===== config.mk =====
export PLATFORM = sky130hd
export DESIGN_NAME = ram_arbiter_2p_flat
export DESIGN_NICKNAME = d
export VERILOG_FILES = /design/src/rtl/ram_arbiter_2p_if.sv /design/src/rtl/ram_arbiter_2p.sv /design/src/flat_wrapper.sv
export SDC_FILE = /design/constraint.sdc
export NUM_CORES = 1
export LEC_CHECK = 0
export CAP_MARGIN = 40
export CORE_AREA = 2 2 78 80
export CTS_CLUSTER_SIZE = 8
export DETAILED_ROUTE_END_ITERATION = 16
export DIE_AREA = 0 0 80 82
export GPL_TIMING_DRIVEN = 0
export PLACE_DENSITY = 0.84
export SETUP_SLACK_MARGIN = 0.4
export SLEW_MARGIN = 10
export SYNTH_ARGS = -nofsm -noshare
export SYNTH_HDL_FRONTEND = slang
export SYNTH_SLANG_ARGS = --single-unit

===== constraint.sdc =====
create_clock -name clk -period 3.9 [get_ports clk]
set_input_delay 0.585 -clock clk [delete_from_list [all_inputs] [get_ports clk]]
set_output_delay 0.585 -clock clk [all_outputs]
set_load 0.02 [all_outputs]

===== src/rtl/ram_arbiter_2p_if.sv =====
`default_nettype none
// ============================================================================
//  Module   : ram_arbiter_2p_if
//  Purpose  : Bundles the two requester ports and the single-port RAM port
//             of the two-way RAM arbiter.
//  Ports    : requester A/B  - req, we, addr, wdata in; gnt, rvalid, rdata out
//             RAM            - r_en, w_en, address, data_in out; d_out in
//             status         - busy out
//  Modports : slave  - arbiter view
//             master - environment view (requesters + RAM)
//  Revision : 1.0 - initial release
// ============================================================================
interface ram_arbiter_2p_if #(
  parameter int DW = 16,
  parameter int AW = 4
) ();
  logic          req_a;
  logic          we_a;
  logic [AW-1:0] addr_a;
  logic [DW-1:0] wdata_a;
  logic          gnt_a;
  logic          rvalid_a;
  logic [DW-1:0] rdata_a;

  logic          req_b;
  logic          we_b;
  logic [AW-1:0] addr_b;
  logic [DW-1:0] wdata_b;
  logic          gnt_b;
  logic          rvalid_b;
  logic [DW-1:0] rdata_b;

  logic          ram_r_en;
  logic          ram_w_en;
  logic [AW-1:0] ram_address;
  logic [DW-1:0] ram_data_in;
  logic [DW-1:0] ram_d_out;

  logic          busy;

  modport slave (
    input  req_a, we_a, addr_a, wdata_a,
    input  req_b, we_b, addr_b, wdata_b,
    input  ram_d_out,
    output gnt_a, rvalid_a, rdata_a,
    output gnt_b, rvalid_b, rdata_b,
    output ram_r_en, ram_w_en, ram_address, ram_data_in,
    output busy
  );

  modport master (
    output req_a, we_a, addr_a, wdata_a,
    output req_b, we_b, addr_b, wdata_b,
    output ram_d_out,
    input  gnt_a, rvalid_a, rdata_a,
    input  gnt_b, rvalid_b, rdata_b,
    input  ram_r_en, ram_w_en, ram_address, ram_data_in,
    input  busy
  );
endinterface
`default_nettype wire


===== src/rtl/ram_arbiter_2p.sv =====
`default_nettype none
// ============================================================================
//  Module   : ram_arbiter_2p
//  Purpose  : Round-robin arbiter giving two requesters access to one
//             single-port RAM with registered (1-cycle) read data.
//             IDLE -> ACCESS (strobe high one cycle) -> [RDWAIT for reads]
//             -> IDLE. All outputs are registered.
//  Ports    : clk  - sole clock, rising edge
//             rst  - synchronous, active-high reset
//             bus  - ram_arbiter_2p_if.slave (requesters, RAM, busy)
//  Revision : 1.0 - initial release
// ============================================================================
module ram_arbiter_2p #(
  parameter int DW = 16,
  parameter int AW = 4
) (
  input  logic             clk,
  input  logic             rst,
  ram_arbiter_2p_if.slave  bus
);

  typedef enum logic [1:0] {
    IDLE   = 2'd0,
    ACCESS = 2'd1,
    RDWAIT = 2'd2
  } state_t;

  state_t state;
  logic   owner_b;   // owner of the access in flight: 1 = B, 0 = A
  logic   we_q;      // direction of the access in flight
  logic   last_b;    // most recently granted requester: 1 = B, 0 = A
  logic   pick_b;

  // B wins when it is alone, or on a tie when A was granted last.
  assign pick_b = bus.req_b & (~bus.req_a | ~last_b);

  always_ff @(posedge clk) begin
    if (rst) begin
      state           <= IDLE;
      owner_b         <= 1'b0;
      we_q            <= 1'b0;
      last_b          <= 1'b1;
      bus.gnt_a       <= 1'b0;
      bus.gnt_b       <= 1'b0;
      bus.rvalid_a    <= 1'b0;
      bus.rvalid_b    <= 1'b0;
      bus.rdata_a     <= {DW{1'b0}};
      bus.rdata_b     <= {DW{1'b0}};
      bus.ram_r_en    <= 1'b0;
      bus.ram_w_en    <= 1'b0;
      bus.ram_address <= {AW{1'b0}};
      bus.ram_data_in <= {DW{1'b0}};
      bus.busy        <= 1'b0;
    end else begin
      // Pulsed outputs default low; only the state that owns them raises them.
      bus.gnt_a    <= 1'b0;
      bus.gnt_b    <= 1'b0;
      bus.rvalid_a <= 1'b0;
      bus.rvalid_b <= 1'b0;

      case (state)
        IDLE: begin
          if (bus.req_a | bus.req_b) begin
            owner_b  <= pick_b;
            last_b   <= pick_b;
            bus.busy <= 1'b1;
            state    <= ACCESS;
            if (pick_b) begin
              we_q            <= bus.we_b;
              bus.gnt_b       <= 1'b1;
              bus.ram_address <= bus.addr_b;
              bus.ram_data_in <= bus.wdata_b;
              bus.ram_w_en    <= bus.we_b;
              bus.ram_r_en    <= ~bus.we_b;
            end else begin
              we_q            <= bus.we_a;
              bus.gnt_a       <= 1'b1;
              bus.ram_address <= bus.addr_a;
              bus.ram_data_in <= bus.wdata_a;
              bus.ram_w_en    <= bus.we_a;
              bus.ram_r_en    <= ~bus.we_a;
            end
          end
        end

        ACCESS: begin
          bus.ram_r_en <= 1'b0;
          bus.ram_w_en <= 1'b0;
          if (we_q) begin
            state    <= IDLE;
            bus.busy <= 1'b0;
          end else begin
            state    <= RDWAIT;
          end
        end

        RDWAIT: begin
          // RAM data launched by the ACCESS-cycle strobe is valid now.
          if (owner_b) begin
            bus.rdata_b  <= bus.ram_d_out;
            bus.rvalid_b <= 1'b1;
          end else begin
            bus.rdata_a  <= bus.ram_d_out;
            bus.rvalid_a <= 1'b1;
          end
          state    <= IDLE;
          bus.busy <= 1'b0;
        end

        default: begin
          state        <= IDLE;
          bus.busy     <= 1'b0;
          bus.ram_r_en <= 1'b0;
          bus.ram_w_en <= 1'b0;
        end
      endcase
    end
  end

endmodule
`default_nettype wire


===== src/flat_wrapper.sv =====
// flat-port wrapper written by rule: the top's interface ports become plain ports
module ram_arbiter_2p_flat 
#(
  parameter int DW = 16,
  parameter int AW = 4
)
  (clk, rst, bus_req_a, bus_we_a, bus_addr_a, bus_wdata_a, bus_req_b, bus_we_b, bus_addr_b, bus_wdata_b, bus_ram_d_out, bus_gnt_a, bus_rvalid_a, bus_rdata_a, bus_gnt_b, bus_rvalid_b, bus_rdata_b, bus_ram_r_en, bus_ram_w_en, bus_ram_address, bus_ram_data_in, bus_busy);
  ram_arbiter_2p_if #(.DW(DW), .AW(AW)) bus_i ();
  input  logic clk;
  input  logic rst;
  input wire logic [$bits(bus_i.req_a)-1:0] bus_req_a;
  input wire logic [$bits(bus_i.we_a)-1:0] bus_we_a;
  input wire logic [$bits(bus_i.addr_a)-1:0] bus_addr_a;
  input wire logic [$bits(bus_i.wdata_a)-1:0] bus_wdata_a;
  input wire logic [$bits(bus_i.req_b)-1:0] bus_req_b;
  input wire logic [$bits(bus_i.we_b)-1:0] bus_we_b;
  input wire logic [$bits(bus_i.addr_b)-1:0] bus_addr_b;
  input wire logic [$bits(bus_i.wdata_b)-1:0] bus_wdata_b;
  input wire logic [$bits(bus_i.ram_d_out)-1:0] bus_ram_d_out;
  output wire logic [$bits(bus_i.gnt_a)-1:0] bus_gnt_a;
  output wire logic [$bits(bus_i.rvalid_a)-1:0] bus_rvalid_a;
  output wire logic [$bits(bus_i.rdata_a)-1:0] bus_rdata_a;
  output wire logic [$bits(bus_i.gnt_b)-1:0] bus_gnt_b;
  output wire logic [$bits(bus_i.rvalid_b)-1:0] bus_rvalid_b;
  output wire logic [$bits(bus_i.rdata_b)-1:0] bus_rdata_b;
  output wire logic [$bits(bus_i.ram_r_en)-1:0] bus_ram_r_en;
  output wire logic [$bits(bus_i.ram_w_en)-1:0] bus_ram_w_en;
  output wire logic [$bits(bus_i.ram_address)-1:0] bus_ram_address;
  output wire logic [$bits(bus_i.ram_data_in)-1:0] bus_ram_data_in;
  output wire logic [$bits(bus_i.busy)-1:0] bus_busy;
  assign bus_i.req_a = bus_req_a;
  assign bus_i.we_a = bus_we_a;
  assign bus_i.addr_a = bus_addr_a;
  assign bus_i.wdata_a = bus_wdata_a;
  assign bus_i.req_b = bus_req_b;
  assign bus_i.we_b = bus_we_b;
  assign bus_i.addr_b = bus_addr_b;
  assign bus_i.wdata_b = bus_wdata_b;
  assign bus_i.ram_d_out = bus_ram_d_out;
  assign bus_gnt_a = bus_i.gnt_a;
  assign bus_rvalid_a = bus_i.rvalid_a;
  assign bus_rdata_a = bus_i.rdata_a;
  assign bus_gnt_b = bus_i.gnt_b;
  assign bus_rvalid_b = bus_i.rvalid_b;
  assign bus_rdata_b = bus_i.rdata_b;
  assign bus_ram_r_en = bus_i.ram_r_en;
  assign bus_ram_w_en = bus_i.ram_w_en;
  assign bus_ram_address = bus_i.ram_address;
  assign bus_ram_data_in = bus_i.ram_data_in;
  assign bus_busy = bus_i.busy;
  ram_arbiter_2p #(.DW(DW), .AW(AW)) u_core (.clk(clk), .rst(rst), .bus(bus_i));
endmodule

# After elaboration in Yosys (flattened, before gate mapping)
# Cells that the tools add are included.
# op_classes
reduce_logical	8
eq_ne	4
n_bitwise	11
mux	18
# ops
op	count
$mux W16	1
$mux W1	10
$reduce_and A2 Y1	5
$not A1 Y1	8
$pmux W1 S2	3
$mux W2	2
$mux W4	1
$ne A2 B1 Y1 const B	2
$pmux W2 S2	1
$reduce_or A3 Y1	1
$eq A2 B1 Y1 const B	1
$eq A2 B2 Y1 const B	1
$logic_not A2 Y1	1
$or A1 B1 Y1	2
$reduce_or A2 Y1	1
$and A1 B1 Y1	1
# totals
out_inout_bits	59
ff_bits	64
word_cells	56

# Depth between registers and ports, before layout
# Gate-level depths: netlist of the first run.
# depth
depth_word	6
mapped_depth	7
mapped_depth_nobuf	4

# Worst setup path after synthesis of the first run
# OpenSTA, ideal clock, no wires.
# synth_timing
path_kind	in2reg
start	input port bus_req_b
end	register u_core.we_q
slack_ps	2514
arrival_ps	1270
path_buffers	1
cell_stages	4
cell_sequence	nor2_1 > nor3_4 > buf_4 > o211a_1
# synth_via
elab_chain_len	2
word_cells_on_any_way	4
# synth_rtl
item	line_no	source
from (decl)	flat_wrapper.sv:15	input wire logic [$bits(bus_i.req_b)-1:0] bus_req_b;
$and A1 B1 Y1 / $or A1 B1 Y1 (equally long branches)	ram_arbiter_2p.sv:35, ram_arbiter_2p.sv:63	
$mux W1 / $reduce_and A2 Y1 (equally long branches)	-	
to (signal assigned)	ram_arbiter_2p.sv:69	we_q <= bus.we_b;
to (signal assigned)	ram_arbiter_2p.sv:76	we_q <= bus.we_a;
to (decl)	ram_arbiter_2p.sv:30	logic we_q;
# Parallel ways exist; a longest one is shown, timed or not.
# A chain may end at the register's enable or synchronous reset.

# Final worst setup path of the first run
# layout_timing
start	register u_core.bus.rdata_b[2]
end	output port bus_rdata_b[2]
# layout_rtl
item	line_no	source
from (decl)	ram_arbiter_2p_if.sv:46	output gnt_b, rvalid_b, rdata_b,
from (signal assigned)	ram_arbiter_2p.sv:48	bus.rdata_b <= {DW{1'b0}};
from (signal assigned)	ram_arbiter_2p.sv:100	bus.rdata_b <= bus.ram_d_out;
to (decl)	flat_wrapper.sv:25	output wire logic [$bits(bus_i.rdata_b)-1:0] bus_rdata_b;
# No word-level cell between the ends.

==> impl_results.md, run 1 <==
* DR iter-0 viols at 92
* Crit end category: primary output
* Setup Skew at 7.32 ps
* Count leader, synth: nand2_1
* Top-area cell type share of the netlist area at 53.3%
* Setup TNS at 0 ps
* Via Count at roughly 2,600
* Clock Root Buffer: clkbuf_8
* Port bufs at 119
* Hold EP: u_core.bus.rdata_b[13]
* Max VDD drop at 0.231 mV
* CTS tree: built
* Setup violators final at 0
* Slowest-stage cell, CP: clkdlybuf4s50_1
* Register bit total from synthesis at 64
* Routed wire length at 6760 um
* Drt first pass iters at 4
* R2r endpoint: u_core.bus.rdata_a[13]
* Synth top cells by count: nand2_1 (108), dfxtp_1 (64), a21oi_1 (35)
* R2R Setup Slk at about 2400 ps
* EDFF count, synth at 0
* RePlAce Congestion at 0.711
* Leading area contributor after synthesis: dfxtp_1
* H-tree depth at 3
* Syn_nets at 359
* Mapped Area at 0.00240 mm^2
* Layout cell share with drive strength beyond 1 at 7.41%
* Post-route DRC at 0
* FMAX at 529 MHz
* R2R Path Start: u_core.state[1]
* IO Pins at 121
* Vias in the first global route at 2,384
* Seq/Total Area, Yosys at roughly 53%
* Status: complete, no violations
* Measured slew at the worst slew-check pin at 587 ps
* Relative slew margins at 60.4%
* Hold Fails Final Rpt at 0
* DP HPWL at 5090 um
* Leakage power at 1.44 nW
* PD cells at 421 mW/mm^2
* Unique masters post-synth at 28
* Initial Util at 41.9%
* Clock Latency Late Sink at roughly 330 ps
* Clock Sinks at 64
* Most used DFF post-synth: dfxtp_1
* Cts hold-fix bufs at 0
* Max Root-Sink Buffers at 2
* Pin count of the biggest net entering global routing at 11
* CP Max Fanout at 2
* Worst R2R Path Depth at 5
* Worst hold path stage count at 2
* Crit-path cells: clkdlybuf4s50_1
* Post-CTS Resized at 0
* Number of diodes at 0
* Crit start category: flip-flop
* Final period util at slightly below 50%
* CP top delay family: buffers and inverters
* Number of synthesis warnings at 0
* Hold Startpoint: u_core.bus.rdata_b[13]
* Antenna Nets Post-Route at 0
* Final Max Slew Viols at 0
* Clk pin slew, worst setup/hold paths at 70 ps
* Max-cap violations at 0
* Die outline height at 82 um
* Total grt overflow at 0
* RSZ-0062 raised after global routing: false
* Global-route wire length before repair at 10,700 um
* HP Class: flip-flop to flip-flop
* Die Area at 0.00656 mm^2
* Nets@finish at 489
* Area Growth Syn to Fin at 62.3%
* Worst EP required at 3310 ps
* Worst path max stage delay at ~630 ps
* Final core occ at 67.9%
* CTS buffer count at 9
* GRT Util Overall at 20.9%
* Core footprint at 0.00575 mm^2
* Row cnt at 28
* Syn Area/Cell at between 8 and 9 um^2
* Synth Instances at slightly below 300
* Top post-synthesis cells by area: dfxtp_1 (53%), nand2_1 (17%), a21oi_1 (7.3%)
* Post-CTS Setup Bufs at 0
* Die width at around 80 um
* Async S/R FF share, synth at 0%
* Routed WL per cell at 13.3 um
* Crit Path Class: flip-flop to primary output
* Antenna violations before repair at 0
* Average via count per standard cell at 5.04
* Crit path arrival time at roughly 1300 ps
* CP bufs+invs at 1
* Fin crit period at 1890 ps
* Number of fill cells at around 520
-- routing by layer --
layer	track usage [%]	vias up	wire length [um]
li1	-	1262	-
met1	23.6	1173	2770
met2	36.5	107	3290
met3	7.14	12	595
met4	8.31	0	107
met5	0	-	0
-- cells in the final DEF (no fill, tap or decap), types with 2 or more instances in the layout --
master,n
clkdlybuf4s50_1,119
nand2_1,108
dfxtp_1,64
a21oi_1,35
nor2_1,27
a311oi_1,20
clkbuf_1,11
clkbuf_8,10
buf_2,8
buf_4,4
nor3_1,3
clkbuf_2,2
bufinv_16,2
-- how the worst max path moves through the flow --
| stage | startpoint | to | slack, ps | cells after the start |
|---|---|---|---|---|
| final | u_core.bus.rdata_b[2] | bus_rdata_b[2] | 2010 | 1 |
| after global routing | bus_req_a | u_core.bus.ram_data_in[10] | 1890 | 6 |
| after CTS | u_core.bus.ram_data_in[5] | bus_ram_data_in[5] | 1990 | 1 |
| after detailed placement | bus_req_a | u_core.bus.ram_data_in[7] | 1690 | 6 |
| after global placement | bus_req_a | u_core.bus.ram_data_in[7] | 1770 | 6 |
| after floorplan | bus_req_b | u_core.we_q | 2510 | 4 |
-- per-stage QoR --
| stage | power, mW | cell area [um^2] | instances | setup WS (ps) | hold slack [ps] |
|---|---|---|---|---|---|
| global placement | 1.04 | 3690 | 491 | 1770 | 440 |
| CTS | 1.66 | 3900 | 507 | 1990 | 456 |
| global route | 1.72 | 3900 | 507 | 1890 | 475 |
| detailed placement | 1.05 | 3690 | 491 | 1690 | 447 |
| finish | 1.64 | 3900 | 507 | 2010 | 453 |
| floorplan | 0.882 | 2400 | 297 | 2510 | 422 |
-- power breakdown --
| part | switching [mW] | leakage, nW | internal [mW] | total (mW) |
|---|---|---|---|---|
| Sequential | 0.0216 | 0.523 | 0.695 | 0.717 |
| Combinational | 0.158 | 0.813 | 0.159 | 0.317 |
| Clock | 0.234 | 0.108 | 0.377 | 0.611 |
-- state kept, by name (all words and copies together) (netlist names) --
| register | cells |
|---|---|
| u_core.bus.busy | 1 |
| u_core.bus.ram_address | 4 |
| u_core.bus.gnt_a | 1 |
| u_core.owner_b | 1 |
| u_core.state | 2 |
| u_core.bus.rdata_a | 16 |
| u_core.last_b | 1 |
| u_core.bus.gnt_b | 1 |
| u_core.bus.ram_data_in | 16 |
| u_core.bus.ram_r_en | 1 |
| u_core.we_q | 1 |
| u_core.bus.ram_w_en | 1 |
| u_core.bus.rdata_b | 16 |
| u_core.bus.rvalid_a | 1 |
| u_core.bus.rvalid_b | 1 |
-- cells by family after synthesis --
kind of cell	share of synthesized area [%]
AO/OA/AOI/OAI	17.2
buffers and inverters	4.89
flip-flops	53.3
AND/OR/NAND/NOR	24.2
multiplexers	0.416
-- worst min-delay path, delay by kind of cell (launching register included) --
| kind | cells | cell delay [ps] |
|---|---|---|
| and+or+nand+nor | 1 | 50 |
| AOI/OAI and AO/OA | 1 | 50 |
| DFF | 1 | 310 |
-- layout make-up --
cell class | instances | area (um^2) | area share (%)
buffer | 22 | 110 | 2.82
inverter | 2 | 7.51 | 0.192
clock inverter | 3 | 65.1 | 1.67
clock buffer | 13 | 149 | 3.81
timing repair buffer | 119 | 1190 | 30.5
tap | 75 | 93.8 | 2.40
multi-input combinational | 209 | 1010 | 25.8
sequential | 64 | 1280 | 32.8
Note: power is estimated with default switching activity, not from simulation.
==> run 2: changes to the inputs <==
--- a/config.mk
+++ b/config.mk
@@ -6,12 +6,12 @@
 export NUM_CORES = 1
 export LEC_CHECK = 0
 export CAP_MARGIN = 40
-export CORE_AREA = 2 2 78 80
+export CORE_AREA = 2 2 85 87
 export CTS_CLUSTER_SIZE = 8
 export DETAILED_ROUTE_END_ITERATION = 16
-export DIE_AREA = 0 0 80 82
+export DIE_AREA = 0 0 87 89
 export GPL_TIMING_DRIVEN = 0
-export PLACE_DENSITY = 0.84
+export PLACE_DENSITY = 0.75
 export SETUP_SLACK_MARGIN = 0.4
 export SLEW_MARGIN = 10
 export SYNTH_ARGS = -nofsm -noshare
==> constraint.sdc (replaced) <==
create_clock -name clk -period 1.6 [get_ports clk]
set_input_delay 0.24 -clock clk [delete_from_list [all_inputs] [get_ports clk]]
set_output_delay 0.24 -clock clk [all_outputs]
set_load 0.02 [all_outputs]
==> impl_results.md, run 2 (synthesis gave the netlist of run 1 again) <==
* Max Root-Sink Buffers at 2
* Crit Path Class: flip-flop to flip-flop
* Max-cap violations at 0
* Post-route DRC at 0
* Hold Fails Final Rpt at 0
* Post-Layout Cell Count at about 540
* Clock Root Buffer: clkbuf_8
* Setup Skew at 9.44 ps
* CP Max Fanout at 5
* Average via count per standard cell at 4.98
* DP HPWL at between 5000 and 6000 um
* Hold_ws at 410 ps
* Layout cell share with drive strength beyond 1 at a little over a third
* Layer with the highest usage: met2
* Crit start category: flip-flop
* GRT Util Overall at 19.7%
* Slowest-stage cell, CP: dfxtp_2
* Largest regs: u_core.bus.ram_data_in x16, u_core.bus.rdata_a x16, u_core.bus.rdata_b x16
* Clk pin slew, worst setup/hold paths at 70 ps
* Number of fill cells at 592
* Most frequent cells in the layout: nand2_1 (94), dfxtp_1 (60), clkdlybuf4s50_1 (58), buf_2 (40), nor2_1 (23)
* Final Max Slew Viols at 0
* Die outline height at 89 um
* Worst R2R Path Depth at 7
* Vias in the first global route at between 2,000 and 3,000
* Final Power at 3.89 mW
* Global-route met3 utilization at about 6.5%
* Most common cell on crit path: buf_6
* Relative slew margins at 57.0%
* RSZ-0062 raised after global routing: true
* Crit path arrival time at roughly 1600 ps
* Hold Startpoint: rst
* Via Count at 2,677
* Leakage power at approximately 1.8 nW
* Max VDD drop at 0.457 mV
* Antenna violations before repair at 0
* Crit path depth at 7
* Measured slew at the worst slew-check pin at 645 ps
* R2R Path Start: u_core.state[1]
* PD cells at 912 mW/mm^2
* CP bufs+invs at 4
* Fin crit period at 1350 ps
* RePlAce Congestion at around 0.77
* M2 GR Usage at between 30% and 40%
* Worst path max stage delay at 320 ps
* CTS buffer count at 9
* Finished Cell Area at 0.00427 mm^2
* Row cnt at 30
* Pin count of the biggest net entering global routing at 11
* Core footprint at 0.00672 mm^2
* CP top delay family: buffers and inverters
* Cts hold-fix bufs at 0
* Status: complete, no violations
* Initial Util at 35.8%
* Routed wire length at between 8000 and 9000 um
* Crit end category: flip-flop
* Nets@finish at 517
* Final core occ at 63.5%
* Port bufs at about 120
* Setup violators final at 0
* DR iter-0 viols at 67
* IO Pins at 121
* H-tree depth at 3
* Clock Latency Late Sink at 340 ps
* Clock Sinks at 64
* Antenna Nets Post-Route at 0
* HP Class: primary input to flip-flop
* Global-route wire length before repair at 11,800 um
* Worst EP required at 1860 ps
* Place WS at -276 ps
* FMAX at 740 MHz
* Worst hold path stage count at 2
* Crit-path cells: buf_6 > buf_6 > buf_6 > nor3b_4 > buf_6 > nand2_2 > a21oi_2
* Drt first pass iters at 5
* Total grt overflow at 0
* Number of diodes at 0
* Routed WL per cell at 14.9 um
* Area Growth Syn to Fin at 77.4%
* Final period util at 84.5%
* DP Cell Count at a little under 500
* M1 GR Usage at 22.4%
* Die Area at 0.00774 mm^2
* Multi-input logic area at ~0.0012 mm^2
* Die width at a little under 90 um
* FF+latch area at 0.00129 mm^2
* Commonest non-fill, non-tap cell in the layout: nand2_1
* Setup TNS at 0 ps
* Worst setup path startpoint: u_core.state[1]
* Final setup margin at 248 ps
* CTS tree: built
* Placed cell area at 0.00371 mm^2
==> run 2: changes by cell type in the layout (fill, tap and decap cells not counted), moves of 6 or more <==
cell and delta:
a21oi_1 -17, a21oi_2 +17, buf_2 +32, buf_4 +6, buf_6 +21, buf_8 +6
clkdlybuf4s15_2 +15, clkdlybuf4s50_1 -61, nand2_1 -14, nand2_2 +10
==> run 2: final cells by class <==
cell class                 count  share of cell area [%]
clock buffer                  11                    3.31
multi-input combinational    209                    27.7
sequential                    64                    30.1
tap                           80                    2.35
buffer                        22                    4.52
inverter                       2                   0.235
timing repair buffer         147                    31.3
clock inverter                 3                   0.469
==> run 2: final timing paths <==
kind / end / slack (ps)
worst max-delay path: u_core.bus.rdata_a[9] / 250
worst min-delay path: u_core.bus.ram_data_in[15] / 410
worst max register to register: u_core.bus.rdata_a[9] / 250
worst min register to register: u_core.bus.rdata_b[13] / 460
==> run 2: report_power, final <==
part           switching [mW]  internal, mW  total, mW
combinational           0.468         0.488      0.956
sequential             0.0555          1.70       1.75
clock                   0.599         0.585       1.18
==> run 2: per-layer routing <==
| layer | share of wire (%) | wire length (um) | vias up |
|---|---|---|---|
| met4 | 1.1 | 90 | 0 |
| met5 | 0 | 0 | - |
| met1 | 41 | 3290 | 1244 |
| met3 | 7.5 | 598 | 7 |
| li1 | - | - | 1321 |
| met2 | 50 | 4030 | 105 |
==> run 2: repair_timing <==
item | CTS | global route
setup endpoints to repair | 112 | 100
pin swaps | 18 | 15
cloned | 5 | 2
gates resized for setup | 226 | 92
buffers inserted | 16 | 5
